## config.mk

```make
export PLATFORM = sky130hd
export DESIGN_NAME = pipeline_control_unit
export DESIGN_NICKNAME = d
export VERILOG_FILES = /design/src/rtl/pipeline_ctrl_pkg.sv /design/src/rtl/load_use_detector.sv /design/src/rtl/pipeline_control_unit.sv
export SDC_FILE = /design/constraint.sdc
export NUM_CORES = 1
export LEC_CHECK = 0
export CAP_MARGIN = 5
export CORE_UTILIZATION = 45
export CTS_BUF_LIST = sky130_fd_sc_hd__clkbuf_8
export DETAILED_ROUTE_END_ITERATION = 8
export PLACE_DENSITY = 0.73
export SLEW_MARGIN = 30
export SYNTH_ARGS = -nofsm -noshare
export SYNTH_HDL_FRONTEND = slang
export SYNTH_SLANG_ARGS = --single-unit
```

## constraint.sdc

```tcl
create_clock -name clk -period 4 [get_ports clk]
set_input_delay 0.6 -clock clk [delete_from_list [all_inputs] [get_ports clk]]
set_output_delay 0.6 -clock clk [all_outputs]
set_load 0.02 [all_outputs]
```

## src/rtl/pipeline_ctrl_pkg.sv

```systemverilog
// Shared encodings and widths for the pipeline control unit.
package pipeline_ctrl_pkg;

   localparam int REG_IDX_W    = 5;
   localparam int WAIT_CNT_W   = 16;
   localparam int BUBBLE_CNT_W = 3;
   localparam int PERF_CNT_W   = 32;

   typedef enum logic [1:0] {
      ST_RUN      = 2'd0,
      ST_MEM_WAIT = 2'd1,
      ST_REDIRECT = 2'd2
   } ctrl_state_e;

endpackage

```

## src/rtl/load_use_detector.sv

```systemverilog
// Flags a read-after-load hazard between the ID instruction and the load in EX.
module load_use_detector
   import pipeline_ctrl_pkg::*;
(
   input  logic [REG_IDX_W-1:0] id_rs1,
   input  logic [REG_IDX_W-1:0] id_rs2,
   input  logic                 id_uses_rs1,
   input  logic                 id_uses_rs2,
   input  logic [REG_IDX_W-1:0] ex_rd,
   input  logic                 ex_memory_read,
   output logic                 load_use
);

   // x0 is hardwired to zero, so a load targeting it never creates a hazard.
   assign load_use = ex_memory_read && (ex_rd != '0) &&
                     ((id_uses_rs1 && (ex_rd == id_rs1)) ||
                      (id_uses_rs2 && (ex_rd == id_rs2)));

endmodule

```

## src/rtl/pipeline_control_unit.sv

```systemverilog
// Stall/flush/redirect controller for a 5-stage pipeline with a MEM_WAIT watchdog.
// Optional perf counters are enabled by defining PIPELINE_PERF_COUNTERS_EN.
module pipeline_control_unit
   import pipeline_ctrl_pkg::*;
#(
   parameter int unsigned REDIRECT_BUBBLES = 1,
   parameter int unsigned MEM_TIMEOUT      = 255
)(
   input  logic                 clk,
   input  logic                 reset,
   input  logic [REG_IDX_W-1:0] ID_rs1,
   input  logic [REG_IDX_W-1:0] ID_rs2,
   input  logic                 ID_uses_rs1,
   input  logic                 ID_uses_rs2,
   input  logic [REG_IDX_W-1:0] EX_rd,
   input  logic                 EX_memory_read,
   input  logic                 EX_redirect_req,
   input  logic                 dmem_busy,
   output logic                 pc_stall,
   output logic                 pc_redirect,
   output logic                 IF_ID_stall,
   output logic                 IF_ID_flush,
   output logic                 ID_EX_stall,
   output logic                 ID_EX_flush,
   output logic                 EX_MEM_stall,
   output logic                 MEM_WB_flush,
   output logic                 mem_timeout_err,
   output logic [1:0]           ctrl_state
`ifdef PIPELINE_PERF_COUNTERS_EN
   ,
   output logic [PERF_CNT_W-1:0] stall_cycles,
   output logic [PERF_CNT_W-1:0] flush_events
`endif
);

   localparam logic [BUBBLE_CNT_W-1:0] BUBBLE_LOAD = BUBBLE_CNT_W'(REDIRECT_BUBBLES);
   localparam logic [WAIT_CNT_W-1:0]   TIMEOUT_LIM = WAIT_CNT_W'(MEM_TIMEOUT);

   ctrl_state_e              state_q, state_d;
   logic [BUBBLE_CNT_W-1:0]  bubble_q, bubble_d;
   logic [WAIT_CNT_W-1:0]    wait_q, wait_d;
   logic                     redirect_pending_q, redirect_pending_d;
   logic                     err_q, err_d;
   logic                     load_use;
   logic                     take_redirect;
   logic                     check_load_use;

   load_use_detector u_load_use_detector (
      .id_rs1         (ID_rs1),
      .id_rs2         (ID_rs2),
      .id_uses_rs1    (ID_uses_rs1),
      .id_uses_rs2    (ID_uses_rs2),
      .ex_rd          (EX_rd),
      .ex_memory_read (EX_memory_read),
      .load_use       (load_use)
   );

   always_comb begin
      pc_stall           = 1'b0;
      pc_redirect        = 1'b0;
      IF_ID_stall        = 1'b0;
      IF_ID_flush        = 1'b0;
      ID_EX_stall        = 1'b0;
      ID_EX_flush        = 1'b0;
      EX_MEM_stall       = 1'b0;
      MEM_WB_flush       = 1'b0;
      state_d            = state_q;
      bubble_d           = bubble_q;
      wait_d             = '0;
      redirect_pending_d = redirect_pending_q;
      err_d              = err_q;
      take_redirect      = 1'b0;
      check_load_use     = 1'b0;

      if (reset) begin
         IF_ID_flush  = 1'b1;
         ID_EX_flush  = 1'b1;
         MEM_WB_flush = 1'b1;
      end else if (dmem_busy) begin
         // Freeze everything up to MEM; a redirect seen now is replayed on release.
         pc_stall           = 1'b1;
         IF_ID_stall        = 1'b1;
         ID_EX_stall        = 1'b1;
         EX_MEM_stall       = 1'b1;
         MEM_WB_flush       = 1'b1;
         state_d            = ST_MEM_WAIT;
         bubble_d           = '0;
         redirect_pending_d = redirect_pending_q | EX_redirect_req;
         wait_d             = (&wait_q) ? wait_q : wait_q + WAIT_CNT_W'(1);
         if (wait_d >= TIMEOUT_LIM)
            err_d = 1'b1;
      end else begin
         case (state_q)
            ST_RUN: begin
               state_d        = ST_RUN;
               take_redirect  = EX_redirect_req;
               check_load_use = 1'b1;
            end
            ST_MEM_WAIT: begin
               state_d            = ST_RUN;
               take_redirect      = redirect_pending_q | EX_redirect_req;
               check_load_use     = 1'b1;
               redirect_pending_d = 1'b0;
            end
            ST_REDIRECT: begin
               if (EX_redirect_req) begin
                  take_redirect = 1'b1;
               end else begin
                  IF_ID_flush = 1'b1;
                  ID_EX_flush = 1'b1;
                  if (bubble_q <= BUBBLE_CNT_W'(1)) begin
                     state_d  = ST_RUN;
                     bubble_d = '0;
                  end else begin
                     bubble_d = bubble_q - BUBBLE_CNT_W'(1);
                  end
               end
            end
            default: state_d = ST_RUN;
         endcase

         if (take_redirect) begin
            pc_redirect = 1'b1;
            IF_ID_flush = 1'b1;
            ID_EX_flush = 1'b1;
            if (REDIRECT_BUBBLES > 0) begin
               state_d  = ST_REDIRECT;
               bubble_d = BUBBLE_LOAD;
            end else begin
               state_d  = ST_RUN;
               bubble_d = '0;
            end
         end else if (check_load_use && load_use) begin
            pc_stall    = 1'b1;
            IF_ID_stall = 1'b1;
            ID_EX_flush = 1'b1;
         end
      end
   end

   always_ff @(posedge clk) begin
      if (reset) begin
         state_q            <= ST_RUN;
         bubble_q           <= '0;
         wait_q             <= '0;
         redirect_pending_q <= 1'b0;
         err_q              <= 1'b0;
      end else begin
         state_q            <= state_d;
         bubble_q           <= bubble_d;
         wait_q             <= wait_d;
         redirect_pending_q <= redirect_pending_d;
         err_q              <= err_d;
      end
   end

   assign mem_timeout_err = err_q;
   assign ctrl_state      = state_q;

`ifdef PIPELINE_PERF_COUNTERS_EN
   logic [PERF_CNT_W-1:0] stall_cycles_q, stall_cycles_d;
   logic [PERF_CNT_W-1:0] flush_events_q, flush_events_d;

   always_comb begin
      stall_cycles_d = stall_cycles_q + PERF_CNT_W'(pc_stall);
      flush_events_d = flush_events_q + PERF_CNT_W'(pc_redirect);
   end

   always_ff @(posedge clk) begin
      if (reset) begin
         stall_cycles_q <= '0;
         flush_events_q <= '0;
      end else begin
         stall_cycles_q <= stall_cycles_d;
         flush_events_q <= flush_events_d;
      end
   end

   assign stall_cycles = stall_cycles_q;
   assign flush_events = flush_events_q;
`endif

endmodule

```

### Yosys cells after proc, flatten, opt, wreduce, memory -nomap -nowiden

Index checks and enable logic that the tools add are counted.
W data, S select, Z words.

| word-level totals | value |
|---|---|
| bits in writable memories | 0 |
| latch bits | 0 |
| ROM bits | 0 |
| output and inout port bits | 11 |
| memories | 0 |
| flip-flop bits (word level) | 23 |
| word-level logic and storage cells | 81 |

| operators by class | value |
|---|---|
| reduce and logical (&&, ||, !) cells | 20 |
| muxes and demuxes | 38 |
| multiply operators | 0 |
| divide/modulo/power cells | 0 |
| add/sub/neg operators | 2 |
| eq/ne operators | 9 |
| bitwise operators | 3 |
| shifts and indexed selects | 0 |
| order comparisons | 2 |

Operators by type and width:

| cell | number |
|---|---|
| $mux W1 | 31 |
| $add A16 B1 Y16 const B | 1 |
| $ge A16 B8 Y1 const B | 1 |
| $mux W16 | 1 |
| $reduce_and A16 Y1 | 1 |
| $eq A5 B5 Y1 | 2 |
| $reduce_and A2 Y1 | 5 |
| $mux W2 | 4 |
| $ne A4 B4 Y1 const B | 2 |
| $ne A3 B3 Y1 const B | 2 |
| $reduce_or A2 Y1 | 3 |
| $logic_and A1 B1 Y1 | 5 |
| $reduce_bool A5 Y1 | 1 |
| $reduce_bool A2 Y1 | 2 |
| $le A3 B1 Y1 const B | 1 |
| $mux W3 | 1 |
| $pmux W1 S3 | 1 |
| $reduce_or A3 Y1 | 1 |
| $sub A3 B1 Y3 const B | 1 |
| $eq A2 B1 Y1 const B | 1 |
| $eq A2 B2 Y1 const B | 1 |
| $logic_not A2 Y1 | 1 |
| $ne A2 B1 Y1 const B | 1 |
| $not A1 Y1 | 2 |
| other kinds (2) | 2 |

### Longest topological paths before layout

Gate-level depths: netlist of run 1.

| logic depth | value |
|---|---|
| depth in word-level cells | 10 |
| depth in mapped cells | 8 |
| gate-level depth less buffers | 7 |

### Cells and area by module

From an unflattened synthesis of run 1, not the netlist that was laid out.

| second synthesis, totals | value |
|---|---|
| cell total of the unflattened synthesis | 176 |
| area, all modules | 1,508.9 um2 |

By module, submodules not included:

| module | seq. area each (um2) | times used | area an instance (um2) | cells each |
|---|---|---|---|---|
| pipeline_control_unit | 460.4 | 1 | 1,375.1 | 159 |
| load_use_detector | 0.0 | 1 | 133.9 | 17 |

### Worst setup path before layout of run 1

OpenSTA, ideal clock, no wires.

| path | value |
|---|---|
| path kind | in2out |
| start point | input EX_rd[2] |
| end point | output pc_stall |
| path slack | 1,333 ps |
| stages | 7 |
| required time | 3,400 ps |
| arrival | 2,067 ps |
| path through | xor2_1 > nor4_1 > nand3_1 > nand2_1 > o2111ai_1 > o21ai_0 > buf_4 |

| between the ends | value |
|---|---|
| word-level cells in the longest chain between the ends | 9 |
| elaborated cells on any way between the ends | 13 |
| those cells by class | eq/ne: 2; mux: 4; reduce/logical: 7 |

Ends and longest elaborated chain:

| element | line | RTL |
|---|---|---|
| from (decl) | pipeline_control_unit.sv:15 | `input logic [REG_IDX_W-1:0] EX_rd,` |
| $eq A5 B5 Y1, on equally long branches | load_use_detector.sv:16, load_use_detector.sv:17 |  |
| $logic_and A1 B1 Y1, on equally long branches | load_use_detector.sv:16, load_use_detector.sv:17 |  |
| $logic_or A1 B1 Y1 | load_use_detector.sv:16 | `((id_uses_rs1 && (ex_rd == id_rs1)) \|\|` |
| $logic_and A1 B1 Y1 * | load_use_detector.sv:15 | `assign load_use = ex_memory_read && (ex_rd != '0) &&` |
| $logic_and A1 B1 Y1 * | pipeline_control_unit.sv:133 | `end else if (check_load_use && load_use) begin` |
| $mux W1 * (4 in series) | -- |  |
| to (decl) | pipeline_control_unit.sv:19 | `output logic pc_stall,` |

Every way passes the cells marked *; elsewhere a longest branch is shown, timed or not.

### Worst setup path after layout of run 1

| path | value |
|---|---|
| start point | input EX_rd[2] |
| end point | output pc_stall |

| between the ends | value |
|---|---|
| word-level cells in the longest chain between the ends | 9 |
| elaborated cells on any way between the ends | 13 |
| those cells by class | eq/ne: 2; mux: 4; reduce/logical: 7 |

Ends and longest elaborated chain:

| element | line | RTL |
|---|---|---|
| $eq A5 B5 Y1, on equally long branches | load_use_detector.sv:16, load_use_detector.sv:17 |  |
| $logic_and A1 B1 Y1, on equally long branches | load_use_detector.sv:16, load_use_detector.sv:17 |  |
| $logic_or A1 B1 Y1 | load_use_detector.sv:16 |  |
| $logic_and A1 B1 Y1 * | load_use_detector.sv:15 |  |
| $logic_and A1 B1 Y1 * | pipeline_control_unit.sv:133 |  |
| $mux W1 * | pipeline_control_unit.sv:133 |  |
| $mux W1 * | pipeline_control_unit.sv:122 | `if (take_redirect) begin` |
| $mux W1 * | pipeline_control_unit.sv:79 | `end else if (dmem_busy) begin` |
| $mux W1 * | pipeline_control_unit.sv:75 | `if (reset) begin` |

Marked as above.

==> impl_metrics.toml, run 1 <==
[routing]
viasPerCell = 5.394
antenna_left = 0
drc = 0
drt_wl_total_um = 3241
drt_iter0_drc = 54
firstDrtPassIters = 4
routedWlPerCell_um = 13.02
vias = 1343

[pwr]
pwr_density_cell_nw_per_um2 = 246.8
netSwitchingFraction = 0.2414
max-vdd-ir-drop_mv = 0.1761
p_comb_frac = 0.164
p_sw_w = 0.0001086
total_leakage_power_nw = 0.6241
p_int_w = 0.0003413
p_seq_frac = 0.522
pwr-share-clk = 0.314

[floorplan]
fp.dieH_um = 59.18
dieArea_um2 = 3502
num_rows = 20
core_um2 = 3078
die-width_um = 59.18
num_io_pins = 33
initial_core_util = 0.4780

[cts]
path_clk_slew_ns = 0.08
root_buffer = "clkbuf_8"
hold_buffers = 0
numCtsBuffers = 3
clockBufferDepth = 2
clk_latency_ns = 0.26
cts_tree = "built"
clock_sinks = 23
htree_levels = 1
cts_setup_buffers = 0
cts.repair.resized = 0

[placement]
port_buffers = 32
dp_hpwl_um = 2510
dpl_cell_area_um2 = 1777
gp_congestion = 0.8454
pre_cts_ws_ns = 0.6157

[logic_synthesis]
synth_fa_ha_area_frac = 0.01701
yosys.area_share.simple = 0.2662
async_flop_share = 0
synth_compound_area_frac = 0.1497
muxShareOfSynthArea = 0.04167
synthCells = 181
synth_edf_count = 0
syn_area_um2 = 1471
avgSynthCellArea_um2 = 8.129
yosysUniqueCellTypes = 41
ys_seq_elements = 23
yosysSeqAreaShare = 0.3129
synthesis.nets = 205
synth-xor-area-share = 0.1369
synth_top_family_by_area = "simple AND/OR/NAND/NOR gates"
yosysWarnings = 0
ys.flop_type = "dfxtp_1"

[critical_path]
r2r_setup_slack_ns = 1.55
crit_arrival_ns = 2.74
path_max_fanout = 3
critPathCaptureType = "output port"
r2r_cells = 7
critPathRequiredTime_ns = 3.40
crit_type = "primary input to output port"
worstReg2RegEnd = "mem_timeout_err"
startpoint_type = "primary input"
reg2reg_from = "wait_q[0]"

[sta]
tightest_slew_ns = 0.5558
rsz0062_at_grt = "no"
hold_viol = 0
maxSlewViolCount = 0
period_share = 0.8344
fmax_mhz = 299.6
setup_slack_ns = 0.6622
setup-tns-final_ns = 0
fin_crit_ns = 3.338
finalSetupViolations = 0
slew_headroom = 0.6266
fin_skew_ns = 0.003934

[grt]
first_global_vias = 1280
grt_max_degree = 18
grt_pass1_wl_um = 5409
top_usage_layer = "met2"
grt_use_total = 0.1996
use_met3 = 0.03057
grt-ovfl-total = 0
antenna_found_initial = 0
grtUsageMet2 = 0.3676
use_met1 = 0.2321

[hold_path]
hold_depth = 2
min_from = "redirect_pending_q"
hp-class = "flop to flop"
whs_endpoint = "redirect_pending_q"

[flow_run]
maxCapViolCount = 0

[outcome]
status = "completed"

[final_layout]
final_area_um2 = 1823
drive_gt1_frac = 0.04878
syn2layout_area_growth_pct = 23.89
diodes = 0
nets = 230
[final cells by class]
| type | count | area (um^2) |
|---|---|---|
| timing repair buffer | 33 | 327.8 |
| tap | 44 | 55.05 |
| fill | 290 | 1255 |
| multi-input combinational | 136 | 899.6 |
| sequential | 23 | 460.4 |
| clock buffer | 3 | 41.29 |
| clock inverter | 1 | 5.005 |
| inverter | 9 | 33.78 |
[logic make-up after synthesis]
kind of cell / after synthesis
AND/OR/NAND/NOR: 73
AO/OA/AOI/OAI: 32
XOR/XNOR: 23
flip-flops: 23
buffers and inverters: 22
multiplexers: 6
adder cells (fa/ha/maj): 2
[flip-flops by register name, summed over array words and instances (netlist names)]
register            count
wait_q                 16
bubble_q                3
ctrl_state              2
mem_timeout_err         1
redirect_pending_q      1
[cell usage after synthesis, types with 2 or more instances]
cell type / instances / area share
dfxtp_1: 23 / 0.31
nor2_1: 20 / 0.051
xor2_1: 13 / 0.077
nand2_1: 12 / 0.031
xnor2_1: 10 / 0.060
inv_1: 9 / 0.023
a21oi_1: 7 / 0.024
nand4_1: 7 / 0.030
nor3_1: 7 / 0.024
nand3_1: 6 / 0.020
buf_2: 5 / 0.017
mux2i_1: 5 / 0.034
o211ai_1: 5 / 0.026
o21ai_0: 5 / 0.017
clkbuf_1: 4 / 0.010
nand2b_1: 4 / 0.017
and4_1: 3 / 0.018
nor4_1: 3 / 0.013
o31ai_1: 3 / 0.015
a31oi_1: 2 / 0.0085
and2_1: 2 / 0.0085
and3_1: 2 / 0.0085
buf_4: 2 / 0.010
buf_6: 2 / 0.015
ha_1: 2 / 0.017
nand3b_1: 2 / 0.010
or4_1: 2 / 0.010
[how the worst max path moves through the flow]
| stage | end | start | depth (start not counted) |
|---|---|---|---|
| floorplan | pc_stall | EX_rd[2] | 7 |
| global placement | pc_stall | EX_rd[2] | 8 |
| detailed placement | pc_stall | EX_rd[3] | 8 |
| CTS | pc_stall | EX_rd[2] | 8 |
| global route | IF_ID_stall | EX_rd[2] | 8 |
| finish | pc_stall | EX_rd[2] | 8 |
[power by group through the flow]
stage,clock (W),combinational (W),sequential (W)
2_1_floorplan,0,0.0000317,0.000241
3_3_place_gp,0,0.0000721,0.000240
3_5_place_dp,0,0.0000734,0.000240
4_1_cts,0.000147,0.0000739,0.000235
6_report,0.000141,0.0000736,0.000235
5_1_grt,0.000153,0.0000795,0.000235
[worst max-delay path: stages]
cell	delay [ns]
clkdlybuf4s50_1	0.47
xor2_1	0.19
nor4_1	0.29
nand3_1	0.10
nand2_1	0.08
o2111ai_1	0.11
o21ai_0	0.25
clkdlybuf4s50_1	0.65
[placed cells by master (no fill, tap or decap), types with 2 or more instances in the layout]
cell	synthesis	final
o31ai_1	3	3
nor4_1	3	3
nor3_1	7	7
nand3_1	6	6
ha_1	2	2
nand2b_1	4	4
nand4_1	7	7
a31oi_1	2	2
inv_1	9	9
mux2i_1	5	5
and2_1	2	2
o21ai_0	5	5
nand2_1	12	12
xnor2_1	10	10
nand3b_1	2	2
and3_1	2	2
o211ai_1	5	5
dfxtp_1	23	23
nor2_1	20	20
clkbuf_8	0	3
a21oi_1	7	7
xor2_1	13	13
and4_1	3	3
or4_1	2	2
clkdlybuf4s50_1	0	32
[metal layers]
layer / vias to the layer above / part of all wire
met5: - / 0
met4: 0 / 0.0059
met3: 2 / 0.061
met2: 37 / 0.50
met1: 618 / 0.43
li1: 686 / -
[stage by stage]
step	hold slack, ns	total power, W	util	cells
4_1_cts	0.4777	0.0004552	0.5923	249
5_1_grt	0.4978	0.0004683	0.5923	249
3_3_place_gp	0.4554	0.0003120	0.5772	245
2_1_floorplan	0.4385	0.0002724	-	181
3_5_place_dp	0.4656	0.0003137	0.5772	245
6_report	0.4771	0.0004498	0.5923	249
Power figures use the tool's default switching activity.
==> run 2, diff against run 1 <==
Settings changed: PLACE_DENSITY 0.73 to 0.75.
Clock period 4 ns to 2.99 ns, I/O delays scaled along.
==> run 2 against run 1 <==
Clock skew increased by 0.00064 ns. Total power increased by 34%. Global-route usage decreased by 0.24 points. Critical path type unchanged. Largest power group unchanged.
==> impl_metrics.toml, run 2 (synthesis gave the netlist of run 1 again) <==
[routing]
dr_wl_met2_um = 1583
wl_met3_um = 211
wl_met1_um = 1464
routedWlPerCell_um = 13.08
drt_wl_total_um = 3295
antenna_left = 0
vias = 1348
viasPerCell = 5.349
firstDrtPassIters = 4
drc = 0
drt_iter0_drc = 43
top_layer_used = "met4"

[floorplan]
dieArea_um2 = 3502
die-width_um = 59.18
initial_core_util = 0.4780
num_rows = 20
num_io_pins = 33
core_um2 = 3078
fp.dieH_um = 59.18

[final_layout]
nets = 233
multi_input_area_um2 = 899.6
syn2layout_area_growth_pct = 25.43
regMostFlops = "wait_q"
final_area_um2 = 1846
largest_reg_flops = 16
register_area_um2 = 460.4
layout_commonest_cell = "clkdlybuf4s50_1"
diodes = 0
drive_gt1_frac = 0.06250
mostFrequentLayoutCells = "clkdlybuf4s50_1 (29), dfxtp_1 (23), nor2_1 (20)"
fillers = 273

[sta]
rsz0062_at_grt = "no"
slew_headroom = 0.6634
tightest_slew_ns = 0.5049
setup-tns-final_ns = 0
fin_skew_ns = 0.004570
finalSetupViolations = 0
hold_ws_ns = 0.4752
maxSlewViolCount = 0
fmax_mhz = 357.2
fin_crit_ns = 2.800
period_share = 0.9363
setup_slack_ns = 0.1905
hold_viol = 0

[cts]
clk_latency_ns = 0.26
htree_levels = 1
root_buffer = "clkbuf_8"
path_clk_slew_ns = 0.08
numCtsBuffers = 3
clock_sinks = 23
cts_setup_buffers = 0
hold_buffers = 0
clockBufferDepth = 2
cts_tree = "built"
cts.repair.resized = 2

[grt]
grt-ovfl-total = 0
grt_use_total = 0.1972
antenna_found_initial = 0
grt_max_degree = 18
grt_pass1_wl_um = 5292
first_global_vias = 1282

[flow_run]
maxCapViolCount = 0

[pwr]
netSwitchingFraction = 0.2406
pwr-share-clk = 0.313
p_seq_frac = 0.521
p_comb_frac = 0.166
max-vdd-ir-drop_mv = 0.2333
p_sw_w = 0.0001450
p_int_w = 0.0004575
total_leakage_power_nw = 0.6530
pwr_density_cell_nw_per_um2 = 326.5

[placement]
dpl_cell_area_um2 = 1799
port_buffers = 32
gp_congestion = 0.8341
dp_hpwl_um = 2501
pre_cts_ws_ns = -0.07583

[critical_path]
path_max_fanout = 3
crit_arrival_ns = 2.35
path_buf_inv = 2
critPathMaxStageDelay_ns = 0.48
critPathRequiredTime_ns = 2.54
cp_slowest_cell = "clkdlybuf4s50_1"
startpoint_type = "primary input"
crit_type = "primary input to output port"
critPathCaptureType = "output port"
crit_chain = "clkdlybuf4s50_1 -> xor2_1 -> nor4_1 -> nand3_1 -> nand2_1 -> o2111ai_1 -> o21ai_0 -> dlygate4sd2_1"
crit_family = "buffers and inverters"

[hold_path]
hp-class = "flop to flop"

[outcome]
status = "completed"
[run 2: cell types whose count changed in the layout (fill, tap and decap cells not counted)]
cell | before | now
clkdlybuf4s50_1 | 32 | 29
dlymetal6s2s_1 | 0 | 1
buf_4 | 1 | 4
dlygate4sd2_1 | 0 | 2
[run 2: power by group through the flow]
stage	sequential [W]	combinational, W	clock, W
after detailed placement	0.000321	0.000101	0
after global routing	0.000315	0.000107	0.000205
after global placement	0.000321	0.0000985	0
after CTS	0.000314	0.000101	0.000196
final	0.000314	0.000100	0.000188
after floorplan	0.000322	0.0000424	0
[run 2: metal layers]
metal / global-route usage / up-vias
met5: 0 / -
met3: 0.03712 / 4
met2: 0.3579 / 34
met1: 0.2224 / 617
li1: - / 693
met4: 0.08503 / 0
[run 2: cell type report]
class,instances,area share
timing repair buffer,36,0.1898
tap,44,0.02983
inverter,9,0.01831
sequential,23,0.2495
multi-input combinational,136,0.4875
clock inverter,1,0.002712
clock buffer,3,0.02237
[run 2: worst reg2reg max path, stage by stage (launching register included)]
cell and delay (ns):
dfxtp_1 0.43, ha_1 0.34, nand4_4 0.19, or4_1 0.79, a2bb2oi_1 0.24, o41ai_1 0.09
nand4_1 0.17, o211ai_2 0.15
[run 2: path summary, 6_finish.rpt]
check | slack, ns | to | from | cells past startpoint
setup / recovery | 0.19 | IF_ID_stall | EX_rd[3] | 8
hold / removal | 0.48 | redirect_pending_q | redirect_pending_q | 2
setup reg to reg | 0.53 | mem_timeout_err | wait_q[0] | 7
hold reg to reg | 0.48 | redirect_pending_q | redirect_pending_q | 2
[run 2: per-stage QoR]
step,total power [W],utilization,std cells
after global routing,0.0006271,0.5996,252
after detailed placement,0.0004224,0.5846,248
after floorplan,0.0003644,-,181
after global placement,0.0004195,0.5846,248
final,0.0006025,0.5996,252
after CTS,0.0006111,0.5988,252
